--- src/rtl/enemy_pkg.sv ---
// ----------------------------------------------------------------------------
// enemy_pkg
// Shared definitions for the enemy formation controller:
//   - state_e : formation sequencer states
//   - dir_e   : horizontal travel direction encoding
//   - X_MAX   : right screen bound (exclusive), in pixels
//   - Y_LIMIT : formation bottom at or past this row means the wave is lost
// ----------------------------------------------------------------------------
package enemy_pkg;

    typedef enum logic [2:0] {
        ST_IDLE = 3'd0,
        ST_MOVE = 3'd1,
        ST_DROP = 3'd2,
        ST_WON  = 3'd3,
        ST_LOST = 3'd4
    } state_e;

    typedef enum logic {
        DIR_RIGHT = 1'b0,
        DIR_LEFT  = 1'b1
    } dir_e;

    localparam int X_MAX   = 640;
    localparam int Y_LIMIT = 448;

endpackage

--- src/rtl/enemy_step_timer.sv ---
// ----------------------------------------------------------------------------
// enemy_step_timer
// Frame counter that decides when the formation takes its next step.
// Configuration macro: ENEMY_SPEEDUP_EN
//   defined     : period = MIN_PERIOD + popcount(alive)
//   not defined : period = BASE_PERIOD
// Ports:
//   clk, reset  : clock, synchronous active-high reset
//   clear       : clear the counter (wave load)
//   count_en    : count frame ticks (formation is moving)
//   frame_tick  : one pulse per VGA frame
//   alive       : per-enemy alive mask (period source in speed-up mode)
//   step        : one-cycle pulse on the tick that completes a period
// ----------------------------------------------------------------------------
module enemy_step_timer
    import enemy_pkg::*;
#(
    parameter int N_ENEMIES   = 8,
    parameter int BASE_PERIOD = 30,
    parameter int MIN_PERIOD  = 4
) (
    input  logic                 clk,
    input  logic                 reset,
    input  logic                 clear,
    input  logic                 count_en,
    input  logic                 frame_tick,
    input  logic [N_ENEMIES-1:0] alive,
    output logic                 step
);

`ifdef ENEMY_SPEEDUP_EN
    localparam bit SPEEDUP = 1'b1;
`else
    localparam bit SPEEDUP = 1'b0;
`endif

    logic [7:0] cnt_q, cnt_d;
    logic [7:0] alive_cnt;
    logic [7:0] period;
    logic [7:0] period_m1;

    always_comb begin
        alive_cnt = '0;
        for (int i = 0; i < N_ENEMIES; i++) begin
            alive_cnt = alive_cnt + 8'(alive[i]);
        end
    end

    // Fewer survivors means a shorter period, so the formation speeds up.
    assign period    = SPEEDUP ? 8'(MIN_PERIOD) + alive_cnt : 8'(BASE_PERIOD);
    assign period_m1 = period - 8'd1;

    // NOTE: every signal written here gets a default first, so no path can
    // leave it unassigned and infer a latch.
    always_comb begin
        cnt_d = cnt_q;
        step  = 1'b0;
        if (clear) begin
            cnt_d = '0;
        end else if (count_en && frame_tick) begin
            // ">=" rather than "==": the period can shrink below a count
            // already reached, and that tick must still step.
            if (cnt_q >= period_m1) begin
                step  = 1'b1;
                cnt_d = '0;
            end else begin
                cnt_d = cnt_q + 8'd1;
            end
        end
    end

    // NOTE: state registers use non-blocking assignments only; blocking
    // assignments here would make results depend on process ordering.
    always_ff @(posedge clk) begin
        if (reset) begin
            cnt_q <= '0;
        end else begin
            cnt_q <= cnt_d;
        end
    end

endmodule

--- src/rtl/enemy_formation_ctrl.sv ---
// ----------------------------------------------------------------------------
// enemy_formation_ctrl
// Sequences the invaders formation: owns the shared formation origin, steps
// it once per movement period, drops and reverses at the screen edges,
// toggles the walk animation, tracks alive enemies and reports won/lost.
// Configuration macro: ENEMY_SPEEDUP_EN (period shrinks as enemies die,
// handled inside enemy_step_timer).
// Ports:
//   clk, reset  : clock, synchronous active-high reset
//   frame_tick  : one pulse per VGA frame
//   start       : load and start a wave (ignored while the wave runs)
//   hit         : per-enemy one-cycle collision pulse
//   form_x/y    : formation origin in pixels
//   anim        : walk-animation frame select
//   alive       : per-enemy alive mask
//   busy        : formation moving or dropping
//   won / lost  : wave outcome
// ----------------------------------------------------------------------------
module enemy_formation_ctrl
    import enemy_pkg::*;
#(
    parameter int N_ENEMIES   = 8,
    parameter int FORM_W      = 184,
    parameter int FORM_H      = 16,
    parameter int X_START     = 16,
    parameter int Y_START     = 32,
    parameter int STEP_X      = 4,
    parameter int STEP_Y      = 16,
    parameter int X_MIN       = 0,
    parameter int BASE_PERIOD = 30,
    parameter int MIN_PERIOD  = 4
) (
    input  logic                 clk,
    input  logic                 reset,
    input  logic                 frame_tick,
    input  logic                 start,
    input  logic [N_ENEMIES-1:0] hit,
    output logic [9:0]           form_x,
    output logic [9:0]           form_y,
    output logic                 anim,
    output logic [N_ENEMIES-1:0] alive,
    output logic                 busy,
    output logic                 won,
    output logic                 lost
);

    state_e                 state_q, state_d;
    dir_e                   dir_q, dir_d;
    logic [9:0]             form_x_q, form_x_d;
    logic [9:0]             form_y_q, form_y_d;
    logic                   anim_q, anim_d;
    logic [N_ENEMIES-1:0]   alive_q, alive_d;
    logic                   busy_q, busy_d;
    logic                   won_q, won_d;
    logic                   lost_q, lost_d;

    logic                   load;
    logic                   step;
    logic                   at_edge;
    logic [9:0]             y_next;

    enemy_step_timer #(
        .N_ENEMIES   (N_ENEMIES),
        .BASE_PERIOD (BASE_PERIOD),
        .MIN_PERIOD  (MIN_PERIOD)
    ) u_step_timer (
        .clk        (clk),
        .reset      (reset),
        .clear      (load),
        .count_en   (state_q == ST_MOVE),
        .frame_tick (frame_tick),
        .alive      (alive_q),
        .step       (step)
    );

    assign load = start && (state_q == ST_IDLE || state_q == ST_WON ||
                            state_q == ST_LOST);

    // Edge tests run at 11 bits so FORM_W + STEP_X cannot wrap past 1023.
    always_comb begin
        if (dir_q == DIR_RIGHT) begin
            at_edge = ({1'b0, form_x_q} + 11'(FORM_W) + 11'(STEP_X)) > 11'(X_MAX);
        end else begin
            at_edge = {1'b0, form_x_q} < 11'(X_MIN + STEP_X);
        end
    end

    assign y_next = form_y_q + 10'(STEP_Y);

    always_comb begin
        state_d  = state_q;
        dir_d    = dir_q;
        form_x_d = form_x_q;
        form_y_d = form_y_q;
        anim_d   = anim_q;
        alive_d  = alive_q;

        case (state_q)
            ST_MOVE: begin
                alive_d = alive_q & ~hit;
                // An empty formation wins before any edge handling.
                if (alive_q == '0) begin
                    state_d = ST_WON;
                end else if (step) begin
                    anim_d = ~anim_q;
                    if (at_edge) begin
                        state_d = ST_DROP;
                    end else if (dir_q == DIR_RIGHT) begin
                        form_x_d = form_x_q + 10'(STEP_X);
                    end else begin
                        form_x_d = form_x_q - 10'(STEP_X);
                    end
                end
            end

            ST_DROP: begin
                alive_d = alive_q & ~hit;
                if (alive_q == '0) begin
                    state_d = ST_WON;
                end else begin
                    form_y_d = y_next;
                    dir_d    = (dir_q == DIR_RIGHT) ? DIR_LEFT : DIR_RIGHT;
                    if (({1'b0, y_next} + 11'(FORM_H)) >= 11'(Y_LIMIT)) begin
                        state_d = ST_LOST;
                    end else begin
                        state_d = ST_MOVE;
                    end
                end
            end

            default: begin
                // IDLE, WON and LOST hold everything until a new wave loads.
                if (load) begin
                    state_d  = ST_MOVE;
                    dir_d    = DIR_RIGHT;
                    form_x_d = 10'(X_START);
                    form_y_d = 10'(Y_START);
                    anim_d   = 1'b0;
                    alive_d  = '1;
                end
            end
        endcase

        busy_d = (state_d == ST_MOVE) || (state_d == ST_DROP);
        won_d  = (state_d == ST_WON);
        lost_d = (state_d == ST_LOST);
    end

    always_ff @(posedge clk) begin
        if (reset) begin
            state_q  <= ST_IDLE;
            dir_q    <= DIR_RIGHT;
            form_x_q <= 10'(X_START);
            form_y_q <= 10'(Y_START);
            anim_q   <= 1'b0;
            alive_q  <= '0;
            busy_q   <= 1'b0;
            won_q    <= 1'b0;
            lost_q   <= 1'b0;
        end else begin
            state_q  <= state_d;
            dir_q    <= dir_d;
            form_x_q <= form_x_d;
            form_y_q <= form_y_d;
            anim_q   <= anim_d;
            alive_q  <= alive_d;
            busy_q   <= busy_d;
            won_q    <= won_d;
            lost_q   <= lost_d;
        end
    end

    assign form_x = form_x_q;
    assign form_y = form_y_q;
    assign anim   = anim_q;
    assign alive  = alive_q;
    assign busy   = busy_q;
    assign won    = won_q;
    assign lost   = lost_q;

endmodule

--- config.mk ---
export PLATFORM = sky130hd
export DESIGN_NAME = enemy_formation_ctrl
export DESIGN_NICKNAME = d
export VERILOG_FILES = /design/src/rtl/enemy_pkg.sv /design/src/rtl/enemy_step_timer.sv /design/src/rtl/enemy_formation_ctrl.sv
export SDC_FILE = /design/constraint.sdc
export NUM_CORES = 1
export LEC_CHECK = 0
export BUFFER_PORTS_ARGS = -buffer_cell sky130_fd_sc_hd__clkbuf_2
export CAP_MARGIN = 25
export CORE_ASPECT_RATIO = 0.5
export CORE_MARGIN = 5
export CORE_UTILIZATION = 55
export DETAILED_ROUTE_END_ITERATION = 16
export PLACE_DENSITY = 0.8
export SLEW_MARGIN = 5
export SYNTH_ARGS = -nofsm -noshare
export SYNTH_HDL_FRONTEND = slang
export SYNTH_SLANG_ARGS = --single-unit
--- constraint.sdc ---
create_clock -name clk -period 7.3 [get_ports clk]
set_clock_uncertainty 0.2 [all_clocks]
set_input_delay 1.095 -clock clk [delete_from_list [all_inputs] [get_ports clk]]
set_output_delay 1.095 -clock clk [all_outputs]
set_load 0.02 [all_outputs]
# ---- After elaboration in Yosys (flattened, before gate mapping)
# Index checks and enable logic that the tools add are counted.
dict set report word_totals {
  register_bits 44
  inputBits 12
  output_inout_bits 32
  elab_cells 83
}
dict set report classes {
  n_addsub 7
  n_lt_le_gt_ge 4
  eq_ne 12
  n_mux 30
  bitwise 5
  reduce_logical 15
}
# op count
set op_table {}
lappend op_table {{$mux 10} 7}
lappend op_table {{$pmux 10 s2} 2}
lappend op_table {{$mux 8} 3}
lappend op_table {{$mux 3} 6}
lappend op_table {{$eq 3x2->1 const B} 4}
lappend op_table {{$add 10x5->11 const B} 1}
lappend op_table {{$add 10x8->11 const B} 1}
lappend op_table {{$add 11x3->11 const B} 1}
lappend op_table {{$ge 11x9->1 const B} 1}
lappend op_table {{$gt 11x10->1 const B} 1}
lappend op_table {{$add 10x3->10 const B} 1}
lappend op_table {{$add 10x5->10 const B} 1}
lappend op_table {{$lt 10x3->1 const B} 1}
lappend op_table {{$sub 10x3->10 const B} 1}
lappend op_table {{$mux 1} 9}
lappend op_table {{$add 8x1->8 const B} 1}
lappend op_table {{$and 8x8->8} 1}
lappend op_table {{$ge 8x5->1 const B} 1}
lappend op_table {{$logic_not 8->1} 1}
lappend op_table {{$ne 2x2->1 const B} 4}
lappend op_table {{$not 8->8} 1}
lappend op_table {{$eq 3x1->1 const B} 2}
lappend op_table {{$eq 3x3->1 const B} 2}
lappend op_table {{$pmux 3 s2} 1}
lappend op_table {{other kinds (10)} 19}

# ---- Logic depth before layout (Yosys ltp)
# Gate-level depths: netlist of the first run.
dict set report depth {
  ltp_word 10
  ltp_mapped 8
  mapped_depth_nobuf 8
}

# ---- Modules after synthesis
# Synthesis of the first run repeated with hierarchy kept, for this count alone.
dict set report unflattened {
  cells_unflattened 306
  area_unflattened_um2 2508.7
}
# module instances cells_per_inst area_each_um2 seq_area_each_um2
set modules_own_cells {}
lappend modules_own_cells {enemy_formation_ctrl 1 254 2033.2 600.6}
lappend modules_own_cells {enemy_step_timer 1 52 475.5 160.2}

# ---- Worst setup path after synthesis of the first run
# Ideal clock, no wire load.
dict set report synth_timing {
  path_type {input port to flip-flop}
  start {input port frame_tick}
  end {register form_x_q[5] (netlist: form_x[5])}
  setup_ps 74
  t_arrival_ps 2177
  t_required_ps 7026
  slack_ps 4849
  path_stages 6
  path_buffers 1
  cell_sequence {and2_1 -> buf_4 -> nand3_1 -> a21o_4 -> or3_1 -> a31oi_1}
}
dict set report synth_between {
  elab_chain_cells 5
}
# element line_no
set synth_lines {}
lappend synth_lines {{start, declared} enemy_formation_ctrl.sv:35} ;# input logic frame_tick,
lappend synth_lines {{$logic_and 1x1->1} enemy_step_timer.sv:60} ;# end else if (count_en && frame_tick) begin
lappend synth_lines {{$mux 1} enemy_step_timer.sv:60}
lappend synth_lines {{$mux 1} enemy_step_timer.sv:58} ;# if (clear) begin
lappend synth_lines {{$ne 2x2->1 (no line)} n/a}
lappend synth_lines {{$reduce_and 5->1 (no line)} n/a}
lappend synth_lines {{end signal, assigned} enemy_formation_ctrl.sv:153} ;# form_x_q <= 10'(X_START);
lappend synth_lines {{end signal, assigned} enemy_formation_ctrl.sv:163} ;# form_x_q <= form_x_d;
lappend synth_lines {{end, declared} enemy_formation_ctrl.sv:49} ;# logic [9:0] form_x_q, form_x_d;
# No other way between the ends.
# A chain may end at the register's enable or synchronous reset.

# ---- Worst setup path after layout of the first run
dict set report layout_timing {
  start {register form_x_q[2] (netlist: form_x[2])}
  end {register busy_q (netlist: busy)}
}
dict set report layout_between {
  elab_chain_cells 10
  elab_cells_between_ends 12
  classes_between {add/sub (2); order compare (2); eq/ne (2); mux (5); reduce/logical (1)}
}
# element line_no
set layout_lines {}
lappend layout_lines {{$add 10x8->11} enemy_formation_ctrl.sv:82} ;# at_edge = ({1'b0, form_x_q} + 11'(FORM_W) + 11'(STEP_X)) > 11'(X_MAX);
lappend layout_lines {{$add 11x3->11} enemy_formation_ctrl.sv:82}
lappend layout_lines {{$gt 11x10->1} enemy_formation_ctrl.sv:82}
lappend layout_lines {{$mux 1 *} enemy_formation_ctrl.sv:81} ;# if (dir_q == DIR_RIGHT) begin
lappend layout_lines {{$mux 3 *} enemy_formation_ctrl.sv:106} ;# if (at_edge) begin
lappend layout_lines {{$mux 3 *} enemy_formation_ctrl.sv:104} ;# end else if (step) begin
lappend layout_lines {{$mux 3 *} enemy_formation_ctrl.sv:102} ;# if (alive_q == '0) begin
lappend layout_lines {{$pmux 3 s2 *} enemy_formation_ctrl.sv:98} ;# case (state_q)
lappend layout_lines {{$eq 3x1->1 / $eq 3x2->1 (equally long branches)} enemy_formation_ctrl.sv:144} ;# busy_d = (state_d == ST_MOVE) || (state_d == ST_DROP);
lappend layout_lines {{$logic_or 1x1->1 *} enemy_formation_ctrl.sv:144}
lappend layout_lines {{end signal, assigned} enemy_formation_ctrl.sv:167} ;# busy_q <= busy_d;
lappend layout_lines {{end, declared} enemy_formation_ctrl.sv:53} ;# logic busy_q, busy_d;
# Mark *: on every way between the ends. The rest lies on a longest branch, timed or not.

==> run_results.csv, run 1 <==
group,metric,value,unit
synth,syn_avg_cell_area,8.287,µm²
die,start_util,0.5641,
final_layout,area_growth,11.77,%
sta,fmax,378.3,MHz
placement,port_buffers,37,
final_layout,ff_latch_area,760.7,µm²
synth,synth_compound_area_frac,0.1946,
synth,synth_edf_count,0,
clock_network,clk_latency,0.28,ns
worst_setup_path,cp.required,7.31,ns
final_layout,diodes,0,
power_and_ir_drop,vdd_ir_drop_max,0.1169,mV
drt,dr.pass1.iters,4,
die,fp-row-count,16,
final_layout,fin_area,2436,µm²
global_routing,grt_pass1_vias,1834,
synth,synth-xor-area-share,0.05626,
synth,ys_seq_area_frac,0.3490,
synth,synth-simple-area-share,0.2555,
sta,setup_viol,0,
final_layout,final_common_cell,"dfxtp_1",
synth,synth_top_family_by_area,"simple AND/OR/NAND/NOR gates",
final_layout,drive_above_1_share,0.1905,
clock_network,cts_tree,"built",
clock_network,cts_setup_buffers,0,
drt,ant_nets,0,
worst_hold_path,min_path_type,"reg2reg",
power_and_ir_drop,power_density,169.0,nW/µm²
sta,rsz0062_at_grt,"false",
sta,tightestPinTransition,0.6080,ns
worst_setup_path,startpoint_type,"register",
sta,setup-tns-final,0,ns
worst_setup_path,max_stage_delay,0.42,ns
clock_network,clock_path_buffers,2,
synth,synth_warnings,0,
worst_setup_path,worst_setup_path_end_kind,"register",
drt,drt_wl_total,4663,µm
worst_setup_path,path_max_fanout,10,
clock_network,postCtsHoldBufs,0,
synth,ys_seq_elements,38,
placement,hpwlAfterDp,3417,µm
clock_network,htreeDepth,2,
global_routing,grt_pass1_wl,8038,µm
drt,viasPerCell,5.566,
global_routing,overflow,0,
sta,post-route-period-util,0.3621,
synth,yosysUniqueCellTypes,61,
outcome,status,"complete, no violations",
sta,layout_min_cycle_time,2.643,ns
synth,synthesis.area,2180,µm²
final_layout,fillCellCount,328,
drt,vias,1937,
die,num_io_pins,44,
synth,postSynthCellCount,263,
global_routing,grt_max_degree,26,
worst_setup_path,crit_type,"reg2reg",
final_layout,multiInputGateArea,1290,µm²
die,die_y,54.52,µm
placement,gp_congestion,0.8711,
clock_network,clkSinkCount,38,
synth,synth-adder-area-share,0.05166,
power_and_ir_drop,p_leak,0.9875,nW
die,core,3864,µm²
clock_network,cts-resized-gates,0,
worst_setup_path,path_cells,"inv_1 > ha_1 > nor3b_2 > nand3_1 > a32oi_2 > a31oi_1 > a31oi_2 > mux2i_1",
synth,muxShareOfSynthArea,0.02354,
worst_setup_path,arrival,2.66,ns
sta,max_slew_margin,0.5919,
clock_network,cts.reportedPaths.clkPinSlew,0.07,ns
worst_setup_path,crit_slowest_cell,"dfxtp_1",
sta,final-hold-violation-count,0,
drt,wl_per_cell,13.40,µm
worst_setup_path,cpLargestDelayFamily,"compound AO/OA/AOI/OAI gates",
clock_network,cts_made_buffers,5,
synth,synth-main-ff-cell,"dfxtp_1",
power_and_ir_drop,finalPower,411.8,µW
global_routing,grt.total_usage,0.1823,
run,max-cap-violations,0,
final_layout,nets,314,
final_layout,final_cell_mix,"dfxtp_1, clkbuf_2, nor2_1",
placement,post-place-ws,4.469,ns
sta,fin_ws,4.657,ns
clock_network,cts_root_buf,"clkbuf_8",
synth,async_flop_share,0,
die,die-area,5398,µm²
worst_setup_path,cp_num_buf_inv,1,
drt,drt-initial-drc-count,98,
die,die_w,99.03,µm
placement,placed_cell_area,2337,µm²
sta,finalMaxSlewViolations,0,
global_routing,antenna_found_initial,0,
drt,drc_errors,0,
==> worst paths after layout <==
check | slack [ns] | start | depth (start not counted) | endpoint
hold reg to reg | 0.27 | alive[5]$_SDFFE_PP0P_ | 2 | alive[5]$_SDFFE_PP0P_
setup / recovery | 4.66 | form_x[2]$_SDFFE_PP0P_ | 8 | busy$_SDFF_PP0_
setup reg to reg | 4.66 | form_x[2]$_SDFFE_PP0P_ | 8 | busy$_SDFF_PP0_
hold / removal | 0.27 | alive[5]$_SDFFE_PP0P_ | 2 | alive[5]$_SDFFE_PP0P_
==> synthesized netlist by cell type, types with 3 or more instances <==
master / count / area share
dfxtp_1: 38 / 0.35
nor2_1: 30 / 0.052
nand2_1: 29 / 0.050
a21oi_1: 21 / 0.048
nand3_1: 10 / 0.023
ha_1: 9 / 0.052
inv_1: 9 / 0.015
buf_4: 7 / 0.024
clkbuf_1: 7 / 0.012
xnor2_1: 7 / 0.028
xor2_1: 7 / 0.028
and2_1: 5 / 0.014
nand2b_1: 5 / 0.014
a31oi_1: 4 / 0.011
and3_1: 4 / 0.011
buf_2: 4 / 0.0092
mux2i_1: 4 / 0.018
o21ai_0: 4 / 0.0092
or3_1: 4 / 0.011
a211oi_1: 3 / 0.010
a21o_1: 3 / 0.010
nand4_1: 3 / 0.0086
or4_1: 3 / 0.010
==> worst reg2reg max path, cell delays in order (launching register included) <==
cell and delay, ns:
dfxtp_1 0.42, inv_1 0.13, ha_1 0.22, nor3b_2 0.34
nand3_1 0.23, a32oi_2 0.41, a31oi_1 0.17, a31oi_2 0.27
mux2i_1 0.21
==> layout make-up <==
cell class / count / share of cell area
Clock inverter: 1 / 0.002054
Multi-Input combinational cell: 201 / 0.5295
Sequential cell: 38 / 0.3123
Timing Repair Buffer: 38 / 0.07910
Clock buffer: 7 / 0.03544
Tap cell: 54 / 0.02773
Inverter: 9 / 0.01387
==> where the power goes <==
| part | switching [mW] | internal (mW) |
|---|---|---|
| registers | 0.00536 | 0.213 |
| clock network | 0.0685 | 0.0762 |
| logic | 0.0319 | 0.0166 |
==> routing by layer <==
| layer | GRT usage | vias to the layer above | routed length (µm) |
|---|---|---|---|
| met1 | 0.2317 | 902 | 2284 |
| met5 | 0 | - | 0 |
| met3 | 0.04453 | 2 | 241 |
| met2 | 0.3167 | 64 | 2121 |
| met4 | 0.04989 | 0 | 17 |
| li1 | - | 969 | - |
==> state kept, by name, indices dropped and copies added (netlist names) <==
name	flops
state_q	3
busy	1
won	1
dir_q	1
lost	1
form_y	6
alive	8
anim	1
u_step_timer.cnt_q	8
form_x	8
==> kinds of logic (layout without fill, tap and decap cells) <==
kind of cell / Yosys count / after routing
other cells: 1 / 6
buf+inv: 29 / 55
fa+ha+maj: 9 / 9
compound gates: 59 / 59
simple gates: 108 / 108
xor+xnor: 14 / 14
flops: 38 / 38
mux: 5 / 5
==> stage by stage <==
stage | utilization | instances | hold WS, ns
5_1_grt | 0.6305 | 348 | 0.2855
6_report | 0.6305 | 348 | 0.2691
3_5_place_dp | 0.6049 | 339 | 0.2570
2_1_floorplan | - | 268 | 0.2419
4_1_cts | 0.6286 | 347 | 0.2670
3_3_place_gp | 0.6049 | 339 | 0.2560
Note: power is estimated with default switching activity, not from simulation.
==> run 2, diff against run 1 <==
--- a/config.mk
+++ b/config.mk
@@ -5,6 +5,7 @@
 export SDC_FILE = /design/constraint.sdc
 export NUM_CORES = 1
 export LEC_CHECK = 0
+export ABC_AREA = 1
 export BUFFER_PORTS_ARGS = -buffer_cell sky130_fd_sc_hd__clkbuf_2
 export CAP_MARGIN = 25
 export CORE_ASPECT_RATIO = 0.5
==> constraint.sdc (replaced) <==
create_clock -name clk -period 2.6 [get_ports clk]
set_clock_uncertainty 0.2 [all_clocks]
set_input_delay 0.39 -clock clk [delete_from_list [all_inputs] [get_ports clk]]
set_output_delay 0.39 -clock clk [all_outputs]
set_load 0.02 [all_outputs]
==> run 2 against run 1 <==
Compared with the run above: wire length is 6.8% higher; fmax is 15% higher; critical path depth is 10 higher; sequential share of layout area is 1.4 points lower; die area is 2.0% higher; clock-buffer cell count is 1 lower; first-iteration DRC count is 2.0% lower; core utilization is 2.3 points higher; worst hold slack worse by 0.11 ns; sequential cell count stayed put; critical path type unchanged.
==> run_results.csv, run 2 <==
group,metric,value,unit
global_routing,overflow,0,
clock_network,clock_path_buffers,2,
placement,port_buffers,37,
sta,post-route-period-util,0.8817,
drt,drt-initial-drc-count,96,
sta,fmax,436.2,MHz
final_layout,multiInputGateArea,1267,µm²
sta,tightestPinTransition,0.6565,ns
worst_setup_path,cp.required,2.58,ns
placement,placed_cell_area,2457,µm²
synth,netlist_top_cells_area,"dfxtp_1, nand2_1, inv_1",
sta,layout_min_cycle_time,2.292,ns
final_layout,area_growth,14.41,%
synth,async_flop_share,0,
global_routing,grt.total_usage,0.1948,
placement,hpwlAfterDp,3851,µm
power_and_ir_drop,comb_power_share,0.182,
clock_network,cts_tree,"built",
clock_network,clkSinkCount,38,
final_layout,final_cell_mix,"nand2_1, dfxtp_1, clkbuf_2",
sta,finalMaxSlewViolations,0,
synth,yosysMostFrequentCell,"nand2_1",
power_and_ir_drop,internal_power,891.7,µW
synth,synth_edf_count,0,
power_and_ir_drop,power_density,504.7,nW/µm²
clock_network,cts_setup_buffers,0,
sta,max_slew_margin,0.5577,
power_and_ir_drop,switching_share,0.3078,
drt,drt_wl_total,4979,µm
power_and_ir_drop,clkPwrFrac,0.329,
worst_setup_path,worst_setup_path_end_kind,"register",
synth,postSynthCellCount,323,
power_and_ir_drop,p_sw,396.4,µW
global_routing,grt_pass1_wl,8424,µm
final_layout,final_common_cell,"nand2_1",
die,num_io_pins,44,
drt,vias,2146,
power_and_ir_drop,p_leak,1.189,nW
clock_network,cts-resized-gates,0,
synth,synth-main-ff-cell,"dfxtp_1",
worst_setup_path,crit_type,"reg2reg",
global_routing,grt_pass1_vias,1962,
global_routing,antenna_found_initial,0,
die,fp-row-count,16,
final_layout,fin_area,2552,µm²
worst_setup_path,startpoint_type,"register",
synth,yosysTopAreaCellShare,0.3410,
worst_setup_path,path_max_fanout,7,
final_layout,drive_above_1_share,0.2137,
synth,synthesis.area,2231,µm²
worst_hold_path,min_path_type,"in2reg",
clock_network,cts_root_buf,"clkbuf_8",
power_and_ir_drop,vdd_ir_drop_max,0.3559,mV
clock_network,cts_made_buffers,5,
synth,yosys-top-cells-count,"nand2_1, dfxtp_1, inv_1",
final_layout,diodes,0,
die,die-area,5507,µm²
power_and_ir_drop,seq_power_share,0.489,
worst_setup_path,arrival,2.27,ns
drt,wl_per_cell,11.88,µm
synth,synth_warnings,0,
sta,setup-tns-final,0,ns
clock_network,htreeDepth,2,
synth,yosysUniqueCellTypes,32,
clock_network,cts.reportedPaths.clkPinSlew,0.08,ns
synth,synth_top_cell_by_area,"dfxtp_1",
drt,drc_errors,0,
die,die_w,100.1,µm
final_layout,fin_util,0.6538,
clock_network,postCtsHoldBufs,0,
drt,viasPerCell,5.122,
die,start_util,0.5715,
synth,syn_avg_cell_area,6.907,µm²
sta,final-hold-violation-count,0,
run,max-cap-violations,0,
global_routing,grt_max_degree,20,
outcome,status,"complete, no violations",
synth,ys_seq_elements,38,
synth,ys_seq_area_frac,0.3410,
die,core,3904,µm²
final_layout,ff_latch_area,760.7,µm²
drt,dr.pass1.iters,4,
drt,ant_nets,0,
final_layout,fillCellCount,358,
sta,setup_viol,0,
final_layout,nets,385,
die,die_y,55.04,µm
placement,gp_congestion,0.9255,
sta,rsz0062_at_grt,"false",
clock_network,clk_latency,0.29,ns
## run 2: changes by cell type after synthesis, sizes merged, moves of 5 or more
| cell | before | now |
|---|---|---|
| nand2 | 29 | 90 |
| o21ai | 6 | 20 |
| and2 | 5 | 0 |
| inv | 9 | 41 |
| xnor2 | 7 | 0 |
| buf | 13 | 7 |
| nand2b | 5 | 0 |
| nor3 | 1 | 10 |
| nor2 | 30 | 38 |
## run 2: logic make-up after synthesis
group,synth area share
compound gates,0.1419
xor+xnor,0.01963
flops,0.3410
simple gates,0.3460
fa+ha+maj,0.05048
other cells,0.001681
buf+inv,0.09927
## run 2: metal layers
metal / up-vias / part of all wire / global-route usage
li1: 1112 / - / -
met2: 73 / 0.46 / 0.3355
met5: - / 0 / 0
met3: 4 / 0.069 / 0.04380
met1: 957 / 0.47 / 0.2449
met4: 0 / 0.0076 / 0.07606
## run 2: layout make-up
type / instances / share of cell area
multi-input cells: 238 / 0.4966
well taps: 54 / 0.02647
clock inverters: 2 / 0.004902
clock buffers: 6 / 0.03235
flip-flops and latches: 38 / 0.2980
inverters: 41 / 0.06029
repair buffers: 40 / 0.08137
## run 2: worst max-delay path: stages, from the launching register on
cell	delay, ns
dfxtp_1	0.44
inv_2	0.09
ha_1	0.25
nand3_2	0.09
nand2_2	0.07
nand2_1	0.11
nand2_1	0.05
nand2_1	0.06
inv_1	0.04
nand2_1	0.05
nand2_1	0.05
nand2_1	0.07
nand2_2	0.07
nand2_4	0.08
nor2_4	0.05
nor2_4	0.19
nor2_1	0.07
nor2_1	0.12
nor3_2	0.04
## run 2: worst paths after layout
| check | slack (ns) | end | start | cells past startpoint |
|---|---|---|---|---|
| hold reg to reg | 0.25 | u_step_timer.cnt_q[7]$_SDFFE_PP0P_ | u_step_timer.cnt_q[7]$_SDFFE_PP0P_ | 2 |
| hold / removal | 0.16 | alive[5]$_SDFFE_PP0P_ | hit[5] | 4 |
| setup / recovery | 0.31 | form_x[8]$_SDFFE_PP0P_ | form_x[2]$_SDFFE_PP0P_ | 18 |
| setup reg to reg | 0.31 | form_x[8]$_SDFFE_PP0P_ | form_x[2]$_SDFFE_PP0P_ | 18 |
## run 2: power by group through the flow
stage | logic [mW] | clock network, mW | registers (mW)
after floorplan | 0.157 | 0 | 0.660
after global placement | 0.228 | 0 | 0.642
after detailed placement | 0.233 | 0 | 0.643
after CTS | 0.234 | 0.434 | 0.629
after global routing | 0.263 | 0.454 | 0.634
final | 0.235 | 0.424 | 0.630
## run 2: through the flow
stage | power (mW) | std cells | hold WS [ns] | setup slack [ns]
after floorplan | 0.8175 | 328 | 0.2246 | 0.4077
after global placement | 0.8698 | 411 | 0.2335 | 0.4037
after detailed placement | 0.8762 | 411 | 0.2378 | 0.3451
after CTS | 1.298 | 419 | 0.1530 | 0.3326
after global routing | 1.351 | 419 | 0.1609 | 0.06921
final | 1.288 | 419 | 0.1595 | 0.3076
